## config.mk

```make
export PLATFORM = sky130hd
export DESIGN_NAME = ahb_master_ctrl_flat
export DESIGN_NICKNAME = d
export VERILOG_FILES = /design/src/rtl/ahb_master_ctrl_if.sv /design/src/rtl/ahb_master_ctrl.sv /design/src/flat_wrapper.sv
export SDC_FILE = /design/constraint.sdc
export NUM_CORES = 1
export LEC_CHECK = 0
export CAP_MARGIN = 20
export CORE_ASPECT_RATIO = 1.2
export CORE_MARGIN = 2
export CORE_UTILIZATION = 45
export CTS_CLUSTER_SIZE = 10
export DETAILED_ROUTE_END_ITERATION = 10
export GPL_ROUTABILITY_DRIVEN = 0
export GPL_TIMING_DRIVEN = 0
export MAX_ROUTING_LAYER = met4
export PLACE_DENSITY = 0.71
export SLEW_MARGIN = 20
export SYNTH_ARGS = -nofsm -noshare
export SYNTH_HDL_FRONTEND = slang
export SYNTH_SLANG_ARGS = --single-unit
```

## constraint.sdc

```tcl
create_clock -name hclk -period 2.02 [get_ports hclk]
set_input_delay 0.404 -clock hclk [delete_from_list [all_inputs] [get_ports hclk]]
set_output_delay 0.404 -clock hclk [all_outputs]
set_load 0.05 [all_outputs]
```

## src/rtl/ahb_master_ctrl_if.sv

```systemverilog
// Command/response and AHB bus bundle for ahb_master_ctrl.
// Combinational only: no latency and no storage.
// Backpressure is carried by cmd_ready on the command side and by hready on the bus side.
interface ahb_master_ctrl_if;
    logic       cmd_valid;
    logic       cmd_ready;
    logic       cmd_write;
    logic [2:0] cmd_addr;
    logic [2:0] cmd_size;
    logic [7:0] cmd_wdata;

    logic       rsp_valid;
    logic       rsp_write;
    logic [7:0] rsp_rdata;
    logic       rsp_err;
    logic       halted;
    logic       err_clear;

    logic       hsel_x;
    logic [1:0] htrans;
    logic [2:0] haddr;
    logic       hwrite;
    logic [2:0] hsize;
    logic [7:0] hwdata;
    logic       hready;
    logic       hresp;
    logic [7:0] hrdata;

    modport master (
        input  cmd_valid, cmd_write, cmd_addr, cmd_size, cmd_wdata, err_clear,
        input  hready, hresp, hrdata,
        output cmd_ready, rsp_valid, rsp_write, rsp_rdata, rsp_err, halted,
        output hsel_x, htrans, haddr, hwrite, hsize, hwdata
    );

    modport slave (
        output cmd_valid, cmd_write, cmd_addr, cmd_size, cmd_wdata, err_clear,
        output hready, hresp, hrdata,
        input  cmd_ready, rsp_valid, rsp_write, rsp_rdata, rsp_err, halted,
        input  hsel_x, htrans, haddr, hwrite, hsize, hwdata
    );
endinterface

```

## src/rtl/ahb_master_ctrl.sv

```systemverilog
// Pipelined single-transfer AHB manager fed by a command FIFO; optional hready watchdog under AHB_MASTER_TIMEOUT_EN.
// Latency: push to rsp_valid is 3 cycles minimum, one transfer per cycle sustained with zero wait states.
// Backpressure: cmd_ready drops when the FIFO is full; bus phases stall on hready=0; issue stops in HALT.
module ahb_master_ctrl #(
    parameter int FIFO_DEPTH     = 4,
    parameter int TIMEOUT_CYCLES = 64
) (
    input logic              hclk,
    input logic              hreset,
    ahb_master_ctrl_if.master bus
);
    localparam int PW = $clog2(FIFO_DEPTH);
    localparam logic [PW:0] PTR_ONE = 1;

    typedef struct packed {
        logic       write;
        logic [2:0] addr;
        logic [2:0] size;
        logic [7:0] wdata;
    } cmd_t;

    typedef enum logic [1:0] {
        ST_IDLE = 2'd0,
        ST_BUSY = 2'd1,
        ST_HALT = 2'd2
    } state_t;

    state_t state, state_nxt;

    cmd_t        fifo_mem [FIFO_DEPTH];
    cmd_t        cmd_in;
    cmd_t        head;
    logic [PW:0] wr_ptr, rd_ptr;
    logic        fifo_empty, fifo_full;
    logic        push, pop;

    // address-phase registers
    logic       ap_nonseq, hsel_r, hwrite_r;
    logic [2:0] haddr_r, hsize_r;
    logic [7:0] ap_wdata;

    // data-phase registers
    logic       dp_vld, dp_write;
    logic [7:0] hwdata_r;

    logic       rsp_valid_r, rsp_write_r, rsp_err_r;
    logic [7:0] rsp_rdata_r;

    logic completion, busy_nxt, halted_c, timeout;

    assign cmd_in     = {bus.cmd_write, bus.cmd_addr, bus.cmd_size, bus.cmd_wdata};
    assign fifo_empty = (wr_ptr == rd_ptr);
    assign fifo_full  = (wr_ptr[PW] != rd_ptr[PW]) && (wr_ptr[PW-1:0] == rd_ptr[PW-1:0]);
    assign head       = fifo_mem[rd_ptr[PW-1:0]];
    assign push       = bus.cmd_valid && !fifo_full;
    assign completion = dp_vld && bus.hready;

    always_ff @(posedge hclk) begin
        if (push) begin
            fifo_mem[wr_ptr[PW-1:0]] <= cmd_in;
        end
    end

    always_ff @(posedge hclk or posedge hreset) begin
        if (hreset) begin
            wr_ptr <= '0;
            rd_ptr <= '0;
        end else begin
            if (push) wr_ptr <= wr_ptr + PTR_ONE;
            if (pop)  rd_ptr <= rd_ptr + PTR_ONE;
        end
    end

`ifdef AHB_MASTER_TIMEOUT_EN
    localparam int TW = $clog2(TIMEOUT_CYCLES + 1);
    logic [TW-1:0] to_cnt;

    always_ff @(posedge hclk or posedge hreset) begin
        if (hreset) begin
            to_cnt <= '0;
        end else if (!dp_vld || bus.hready || timeout) begin
            to_cnt <= '0;
        end else begin
            to_cnt <= to_cnt + 1'b1;
        end
    end

    // fires on the TIMEOUT_CYCLES-th consecutive stalled data-phase cycle
    assign timeout = dp_vld && !bus.hready && (to_cnt == TW'(TIMEOUT_CYCLES - 1));
`else
    assign timeout = 1'b0;
`endif

    always_ff @(posedge hclk or posedge hreset) begin
        if (hreset) begin
            ap_nonseq <= 1'b0;
            hsel_r    <= 1'b0;
            haddr_r   <= '0;
            hwrite_r  <= 1'b0;
            hsize_r   <= '0;
            ap_wdata  <= '0;
        end else if (timeout) begin
            ap_nonseq <= 1'b0;
            hsel_r    <= 1'b0;
        end else if (bus.hready) begin
            if (pop) begin
                ap_nonseq <= 1'b1;
                hsel_r    <= 1'b1;
                haddr_r   <= head.addr;
                hwrite_r  <= head.write;
                hsize_r   <= head.size;
                ap_wdata  <= head.wdata;
            end else begin
                ap_nonseq <= 1'b0;
                hsel_r    <= 1'b0;
            end
        end
    end

    always_ff @(posedge hclk or posedge hreset) begin
        if (hreset) begin
            dp_vld   <= 1'b0;
            dp_write <= 1'b0;
            hwdata_r <= '0;
        end else if (timeout) begin
            dp_vld   <= 1'b0;
            dp_write <= 1'b0;
            hwdata_r <= '0;
        end else if (bus.hready) begin
            dp_vld   <= ap_nonseq;
            dp_write <= ap_nonseq && hwrite_r;
            hwdata_r <= (ap_nonseq && hwrite_r) ? ap_wdata : 8'h00;
        end
    end

    always_ff @(posedge hclk or posedge hreset) begin
        if (hreset) begin
            rsp_valid_r <= 1'b0;
            rsp_write_r <= 1'b0;
            rsp_err_r   <= 1'b0;
            rsp_rdata_r <= '0;
        end else begin
            rsp_valid_r <= completion || timeout;
            rsp_write_r <= (completion || timeout) && dp_write;
            rsp_err_r   <= timeout || (completion && bus.hresp);
            rsp_rdata_r <= (completion && !dp_write) ? bus.hrdata : 8'h00;
        end
    end

    // something is still on the bus after this edge
    assign busy_nxt = bus.hready ? (pop || ap_nonseq) : (ap_nonseq || dp_vld);

    always_ff @(posedge hclk or posedge hreset) begin
        if (hreset) state <= ST_IDLE;
        else        state <= state_nxt;
    end

    always_comb begin
        state_nxt = state;
        case (state)
            ST_IDLE: if (pop) state_nxt = ST_BUSY;
            ST_BUSY: begin
                if (timeout || (completion && bus.hresp)) state_nxt = ST_HALT;
                else if (!busy_nxt)                        state_nxt = ST_IDLE;
            end
            ST_HALT: if (bus.err_clear && !dp_vld && !ap_nonseq) state_nxt = ST_IDLE;
            default: state_nxt = ST_IDLE;
        endcase
    end

    always_comb begin
        halted_c = (state == ST_HALT);
        pop      = bus.hready && !fifo_empty && (state != ST_HALT);
    end

    assign bus.cmd_ready = !fifo_full;
    assign bus.halted    = halted_c;
    assign bus.rsp_valid = rsp_valid_r;
    assign bus.rsp_write = rsp_write_r;
    assign bus.rsp_err   = rsp_err_r;
    assign bus.rsp_rdata = rsp_rdata_r;
    assign bus.hsel_x    = hsel_r;
    assign bus.htrans    = {ap_nonseq, 1'b0};
    assign bus.haddr     = haddr_r;
    assign bus.hwrite    = hwrite_r;
    assign bus.hsize     = hsize_r;
    assign bus.hwdata    = hwdata_r;
endmodule
```

## src/flat_wrapper.sv

```systemverilog
// flat-port wrapper written by rule: the top's interface ports become plain ports
module ahb_master_ctrl_flat 
#(
    parameter int FIFO_DEPTH     = 4,
    parameter int TIMEOUT_CYCLES = 64
)
  (hclk, hreset, bus_cmd_valid, bus_cmd_write, bus_cmd_addr, bus_cmd_size, bus_cmd_wdata, bus_err_clear, bus_hready, bus_hresp, bus_hrdata, bus_cmd_ready, bus_rsp_valid, bus_rsp_write, bus_rsp_rdata, bus_rsp_err, bus_halted, bus_hsel_x, bus_htrans, bus_haddr, bus_hwrite, bus_hsize, bus_hwdata);
  ahb_master_ctrl_if bus_i ();
  input logic hclk;
  input logic hreset;
  input wire logic [$bits(bus_i.cmd_valid)-1:0] bus_cmd_valid;
  input wire logic [$bits(bus_i.cmd_write)-1:0] bus_cmd_write;
  input wire logic [$bits(bus_i.cmd_addr)-1:0] bus_cmd_addr;
  input wire logic [$bits(bus_i.cmd_size)-1:0] bus_cmd_size;
  input wire logic [$bits(bus_i.cmd_wdata)-1:0] bus_cmd_wdata;
  input wire logic [$bits(bus_i.err_clear)-1:0] bus_err_clear;
  input wire logic [$bits(bus_i.hready)-1:0] bus_hready;
  input wire logic [$bits(bus_i.hresp)-1:0] bus_hresp;
  input wire logic [$bits(bus_i.hrdata)-1:0] bus_hrdata;
  output wire logic [$bits(bus_i.cmd_ready)-1:0] bus_cmd_ready;
  output wire logic [$bits(bus_i.rsp_valid)-1:0] bus_rsp_valid;
  output wire logic [$bits(bus_i.rsp_write)-1:0] bus_rsp_write;
  output wire logic [$bits(bus_i.rsp_rdata)-1:0] bus_rsp_rdata;
  output wire logic [$bits(bus_i.rsp_err)-1:0] bus_rsp_err;
  output wire logic [$bits(bus_i.halted)-1:0] bus_halted;
  output wire logic [$bits(bus_i.hsel_x)-1:0] bus_hsel_x;
  output wire logic [$bits(bus_i.htrans)-1:0] bus_htrans;
  output wire logic [$bits(bus_i.haddr)-1:0] bus_haddr;
  output wire logic [$bits(bus_i.hwrite)-1:0] bus_hwrite;
  output wire logic [$bits(bus_i.hsize)-1:0] bus_hsize;
  output wire logic [$bits(bus_i.hwdata)-1:0] bus_hwdata;
  assign bus_i.cmd_valid = bus_cmd_valid;
  assign bus_i.cmd_write = bus_cmd_write;
  assign bus_i.cmd_addr = bus_cmd_addr;
  assign bus_i.cmd_size = bus_cmd_size;
  assign bus_i.cmd_wdata = bus_cmd_wdata;
  assign bus_i.err_clear = bus_err_clear;
  assign bus_i.hready = bus_hready;
  assign bus_i.hresp = bus_hresp;
  assign bus_i.hrdata = bus_hrdata;
  assign bus_cmd_ready = bus_i.cmd_ready;
  assign bus_rsp_valid = bus_i.rsp_valid;
  assign bus_rsp_write = bus_i.rsp_write;
  assign bus_rsp_rdata = bus_i.rsp_rdata;
  assign bus_rsp_err = bus_i.rsp_err;
  assign bus_halted = bus_i.halted;
  assign bus_hsel_x = bus_i.hsel_x;
  assign bus_htrans = bus_i.htrans;
  assign bus_haddr = bus_i.haddr;
  assign bus_hwrite = bus_i.hwrite;
  assign bus_hsize = bus_i.hsize;
  assign bus_hwdata = bus_i.hwdata;
  ahb_master_ctrl #(.FIFO_DEPTH(FIFO_DEPTH), .TIMEOUT_CYCLES(TIMEOUT_CYCLES)) u_core (.hclk(hclk), .hreset(hreset), .bus(bus_i));
endmodule
```

Word-level counts from Yosys, hierarchy flattened --
Memory sizes are Yosys's and may differ from the RTL's. A register that Yosys moved wholly into a read port is not among the register bits. Index checks and enable logic that the tools add are counted.
Word-level totals: bits in registers 30, bits in latches 0, RAM bits 60, bits in read-only memories 0, logic and storage cells 55, memories 1
Memory list:
- u_core.fifo_mem | depth 4, width 15, read ports 1, clocked after memory_dff 1, wr ports 1, line ahb_master_ctrl.sv:30 | cmd_t fifo_mem [FIFO_DEPTH];
Operators by class: add/sub/neg operators 2, multipliers 0, div/mod/pow operators 0, $lt $le $gt $ge 0, eq/ne operators 9, shifts and indexed selects 0, mux-type cells 11, bitwise operators 0, reduce and logical (&&, ||, !) cells 21
Operators by type and width (count):
- 2-to-1 mux 8 bit | 2
- logical AND 1 bit | 11
- 2-to-1 mux 2 bit | 4
- adder 3 x 1 -> 3 bit, second input constant | 2
- one-hot mux 2 bit (3 select lines) | 1
- zero test 1 bit | 5
- 2-to-1 mux 1 bit | 4
- != test 2 x 1 -> 1 bit, second input constant | 2
- equality test 3 bit | 1
- != test 3 bit, second input constant | 1
- AND reduction 3 bit | 1
- equality test 2 x 1 -> 1 bit, second input constant | 1
- equality test 2 bit | 1
- equality test 2 bit, second input constant | 1
- zero test 2 bit | 1
- logical OR 1 bit | 2
- != test 2 bit, second input constant | 1
- AND reduction 2 bit | 1
- != test 1 bit | 1

Longest topological paths before layout --
depth in word-level cells 9, depth in mapped cells 6

Worst setup path before layout --
No wires, ideal clock.
path kind reg-to-reg, from register u_core.rd_ptr[1], to memory u_core.fifo_mem[3][0] (netlist name), enable pin, setup time 374 ps, arrival time 2003 ps, required time 1646 ps, path slack -357 ps, cell stages (with the launch flop) 6, path buffers 2, clock period less this slack 2377 ps, cell sequence dfrtp_1 -> buf_2 -> xor2_2 -> or3_1 -> clkbuf_1 -> and3_1
On the way: longest elaborated chain between the ends 6
Ends and longest elaborated chain:
- start, declared | line ahb_master_ctrl.sv:33 | logic [PW:0] wr_ptr, rd_ptr;
- start signal, assigned | line ahb_master_ctrl.sv:70 | if (pop) rd_ptr <= rd_ptr + PTR_ONE;
- equality test 2 bit | line ahb_master_ctrl.sv:53 | assign fifo_full = (wr_ptr[PW] != rd_ptr[PW]) && (wr_ptr[PW-1:0] == rd_ptr[PW-1:0]);
- logical AND 1 bit | line ahb_master_ctrl.sv:53
- zero test 1 bit
- via bus_cmd_ready | line flat_wrapper.sv:20 | output wire logic [$bits(bus_i.cmd_ready)-1:0] bus_cmd_ready;
- logical AND 1 bit | line ahb_master_ctrl.sv:55 | assign push = bus.cmd_valid && !fifo_full;
- 2-to-1 mux 1 bit | line ahb_master_ctrl.sv:59 | if (push) begin
- 2-to-1 mux 1 bit (implied by the code) | line ahb_master_ctrl.sv:60 | fifo_mem[wr_ptr[PW-1:0]] <= cmd_in;
- end, declared | line ahb_master_ctrl.sv:30
The timed path passes the listed nets, and every way through them passes these cells.

Final worst setup path --
from register u_core.rd_ptr[0], to output bus_cmd_ready
On the way: longest elaborated chain between the ends 3
Ends and longest elaborated chain:
- equality test 2 bit | line ahb_master_ctrl.sv:53
- logical AND 1 bit | line ahb_master_ctrl.sv:53
- zero test 1 bit | line ahb_master_ctrl.sv:176 | assign bus.cmd_ready = !fifo_full;
- end, declared | line flat_wrapper.sv:20
Every way passes these cells.

==> impl_summary.log <==
INFO  metric status = finished, violations left
INFO  metric violations_in_the_final_reports = negative setup slack
INFO  metric placementRows = 37
INFO  metric layout_common_cells = edfxtp_1 (60), clkdlybuf4s50_1 (53), dfrtp_1 (45), mux4_2 (10), mux2_2 (10)
INFO  metric final_min_period_over_clock_period = 103%
INFO  metric totalPowerFinal = 7.79 mW
INFO  metric detailedRoute.firstPassIterationCount = 4
INFO  metric vias = 2045
INFO  metric crit_type = reg2out
INFO  metric regToRegSetupSlack = 130 ps
INFO  metric design.die.area = 0.00974 mm2
INFO  metric power.switching_fraction = 34.5%
INFO  metric crit_path_cell_trace = buf_6, xor2_4, or3_4, buf_8
INFO  metric power.static_leakage = 1.98 nW
INFO  metric synth_seq_area_share = 72.6%
INFO  metric yosys_warnings = 0
INFO  metric wl_met3 = 288 um
INFO  metric ir_worst_vdd = 0.527 mV
INFO  metric synth_enable_flop_cells = 60
INFO  metric die_h = 108 um
INFO  metric clk_latency = 350 ps
INFO  metric drc = 0
INFO  metric sequentialPowerShare = 41.7%
INFO  metric synth_area = 0.00403 mm2
INFO  metric clk_path_buf_depth = 2
INFO  metric cts.sink_count = 105
INFO  metric synth_compound_gate_area_share = 3.57%
INFO  metric post-route-util = 58.4%
INFO  metric synth_top_family_by_area = multiplexers
INFO  metric grt_antenna_before_repair = 0
INFO  metric comb_power_share = 40.8%
INFO  metric route.layer.met1.wl = 2690 um
INFO  metric max_slew.worst_pin.slew = 574 ps
INFO  metric design.core.area = 0.00866 mm2
INFO  metric async_reset_ff_share = 42.9%
INFO  metric detailed_route_wire_length_per_cell = 16.1 um
INFO  metric setup_viol = 1
INFO  metric timing.slew.headroom = 61.7%
INFO  metric synth_flop_cell = edfxtp_1
INFO  metric routed_wirelength = 6520 um
INFO  metric dp_slack = -350 ps
INFO  metric setup_slack = -55.1 ps
INFO  metric first_iter_violations = 112
INFO  metric rsz0062_at_grt = true
INFO  metric pwr_density_cell = 1540 mW/mm2
INFO  metric rr_endpoint = u_core.wr_ptr[2]
INFO  metric global_route_wire_length_before_repair = 10600 um
INFO  metric worst_hold_path_type = in2async
INFO  metric hold_viol = 0
INFO  metric floorplan.die.width = 90.4 um
INFO  metric layout_min_cycle_time = 2080 ps
INFO  metric synth-simple-area-share = 3.57%
INFO  metric routed-wl-met2 = 3430 um
INFO  metric io-pin-count = 60
INFO  metric vias_per_cell = 5.06
INFO  metric syn-mean-instance-area = 19.4 um2
INFO  metric design_area = 0.00506 mm2
INFO  metric crit_slowest_cell = or3_4
INFO  metric grt_pass1_vias = 2170
INFO  metric cp-start-kind = flop
INFO  metric final.setup_skew = 9.32 ps
INFO  metric portBuffers = 57
INFO  metric antenna_cells_inserted = 0
INFO  metric grt_max_degree = 29
INFO  metric top_layer = met4
INFO  metric synth.distinct_cells = 33
INFO  metric fmax = 482 MHz
INFO  metric remaining_antenna_violation_count = 0
INFO  metric worst-r2r-cell-count = 5
INFO  metric max_cap_violations = 0
INFO  metric initial_core_util = 46.6%
INFO  metric tritoncts.num_buffers = 9
INFO  metric syn-instance-count = 208
INFO  metric crit_path_max_incr_delay = 440 ps
INFO  metric globalRoute.totalOverflow = 0
INFO  metric portion_of_netlist_area_occupied_by_mux_cells = 14.2%
INFO  metric total_switching_power = 2.69 mW
INFO  metric timing.rr.start = u_core.rd_ptr[0]
INFO  metric post_synth_fa_ha_maj_area_fraction = 1.55%
INFO  metric htree_levels = 3
INFO  metric endpoint_kind = primary output
INFO  metric slew_viol_final = 0
INFO  metric critPathArrivalTime = 1670 ps
INFO  metric drive_gt1_share = 23.0%
INFO  metric grt_use_total = 14.7%
INFO  metric mostFrequentLayoutCell = edfxtp_1
INFO  metric hpwl = 4390 um
INFO  metric clk_pwr_share = 17.5%
INFO  metric synthesis.nets = 242
INFO  metric synth-xor-area-share = 2.11%
INFO  metric synthToLayoutAreaGrowth = 25.4%
INFO  metric post_cts_hold_buffer_count = 0
INFO  metric intPower = 5.10 mW
INFO  metric placedInstanceArea = 0.00478 mm2
INFO  metric cts_tree = built
INFO  metric clockRootBuffer = clkbuf_8
INFO  metric final_nets = 316
INFO  metric worst_setup_hold_path_clk_slew = 100 ps
INFO  metric ys_seq_elements = 105
INFO  metric critPathRequiredTime = 1620 ps
INFO  metric timing.critical_path.fanout_max = 4
-- flip-flops by register name, indices dropped and copies added (netlist names) --
signal and flops:
u_core.fifo_mem 60, u_core.ap_wdata 8, u_core.bus.hwdata 8, u_core.bus.rsp_rdata 8
u_core.bus.haddr 3, u_core.bus.hsize 3, u_core.rd_ptr 3, u_core.wr_ptr 3
u_core.state 2, u_core.ap_nonseq 1, u_core.bus.hwrite 1, u_core.bus.rsp_err 1
u_core.bus.rsp_valid 1, u_core.bus.rsp_write 1, u_core.dp_vld 1, u_core.dp_write 1
-- worst max-delay path by stage --
stage | startpoint | end | slack [ps] | cells after the start
2_1_floorplan | u_core.rd_ptr[0] | u_core.wr_ptr[2] | 20 | 6
3_3_place_gp | hreset | u_core.bus.haddr[2] | -380 | 2
6_report | u_core.rd_ptr[0] | bus_cmd_ready | -60 | 4
3_5_place_dp | u_core.rd_ptr[1] | bus_cmd_ready | -350 | 5
4_1_cts | u_core.rd_ptr[1] | bus_cmd_ready | -250 | 5
5_1_grt | u_core.rd_ptr[0] | bus_cmd_ready | -100 | 4
-- stage by stage --
| step | cells | TNS, ps | hold WS, ps |
|---|---|---|---|
| floorplan | 208 | 0 | 434 |
| global placement | 382 | -17860 | 452 |
| detailed placement | 383 | -979 | 465 |
| CTS | 402 | -257 | 357 |
| global route | 404 | -96.3 | 384 |
| finish | 404 | -55.1 | 350 |
-- Yosys cell counts (2+ instances only) --
| cell type | instances | area (um2) |
|---|---|---|
| a21o_1 | 2 | 15.0 |
| a22o_1 | 8 | 70.1 |
| and2_1 | 9 | 56.3 |
| and3_1 | 7 | 43.8 |
| buf_2 | 2 | 10.0 |
| buf_4 | 2 | 15.0 |
| clkbuf_1 | 4 | 15.0 |
| dfrtp_1 | 45 | 1130 |
| edfxtp_1 | 60 | 1800 |
| ha_1 | 5 | 62.6 |
| inv_1 | 6 | 22.5 |
| mux2_2 | 10 | 113 |
| mux2_4 | 7 | 105 |
| mux4_1 | 5 | 131 |
| mux4_2 | 10 | 225 |
| nand2_1 | 2 | 7.51 |
| nor2b_1 | 2 | 12.5 |
| o21ai_0 | 2 | 10.0 |
| xnor2_1 | 3 | 26.3 |
| xor2_1 | 3 | 26.3 |
| xor2_2 | 2 | 32.5 |
-- routing by layer --
metal / vias to the layer above / track usage [%]
met5: - / -
met4: 0 / 6.15
met3: 9 / 2.73
met2: 56 / 25.6
met1: 1053 / 16.9
li1: 927 / -
-- worst max-delay path, delay by kind of cell (launching register included) --
| family | cells | cell delay (ps) |
|---|---|---|
| and+or+nand+nor | 1 | 440 |
| xor gates and xnor gates | 1 | 180 |
| DFF | 1 | 400 |
| buffers and inverters | 2 | 300 |
-- repair_timing --
| action | in CTS | in global routing |
|---|---|---|
| endpoints found under the setup margin | 27 | 63 |
| pin swaps | 1 | 1 |
| buffers inserted | 3 | 3 |
| gates resized for setup | 8 | 12 |
-- power groups by stage --
| stage | Combinational, mW | Clock (mW) | Sequential (mW) |
|---|---|---|---|
| 3_5_place_dp | 3.08 | 0 | 3.30 |
| 2_1_floorplan | 1.64 | 0 | 3.83 |
| 4_1_cts | 3.10 | 1.40 | 3.25 |
| 5_1_grt | 3.40 | 1.49 | 3.32 |
| 3_3_place_gp | 3.03 | 0 | 3.26 |
| 6_report | 3.18 | 1.36 | 3.25 |
-- kinds of logic after synthesis --
kind of cell / after synthesis
simple gates: 24
flops: 105
buf+inv: 17
mux: 32
fa+ha+maj: 5
xor+xnor: 8
compound gates: 16
other cells: 1
-- final cells by class --
| type | instances | area (um2) |
|---|---|---|
| Timing Repair Buffer | 64 | 633 |
| Multi-Input combinational cell | 86 | 1040 |
| Clock inverter | 6 | 90.1 |
| Fill cell | 676 | 3600 |
| Buffer | 9 | 65.1 |
| Clock buffer | 10 | 128 |
| Inverter | 7 | 26.3 |
| Tap cell | 117 | 146 |
| Sequential cell | 105 | 2930 |
(Power assumes the default switching activity.)
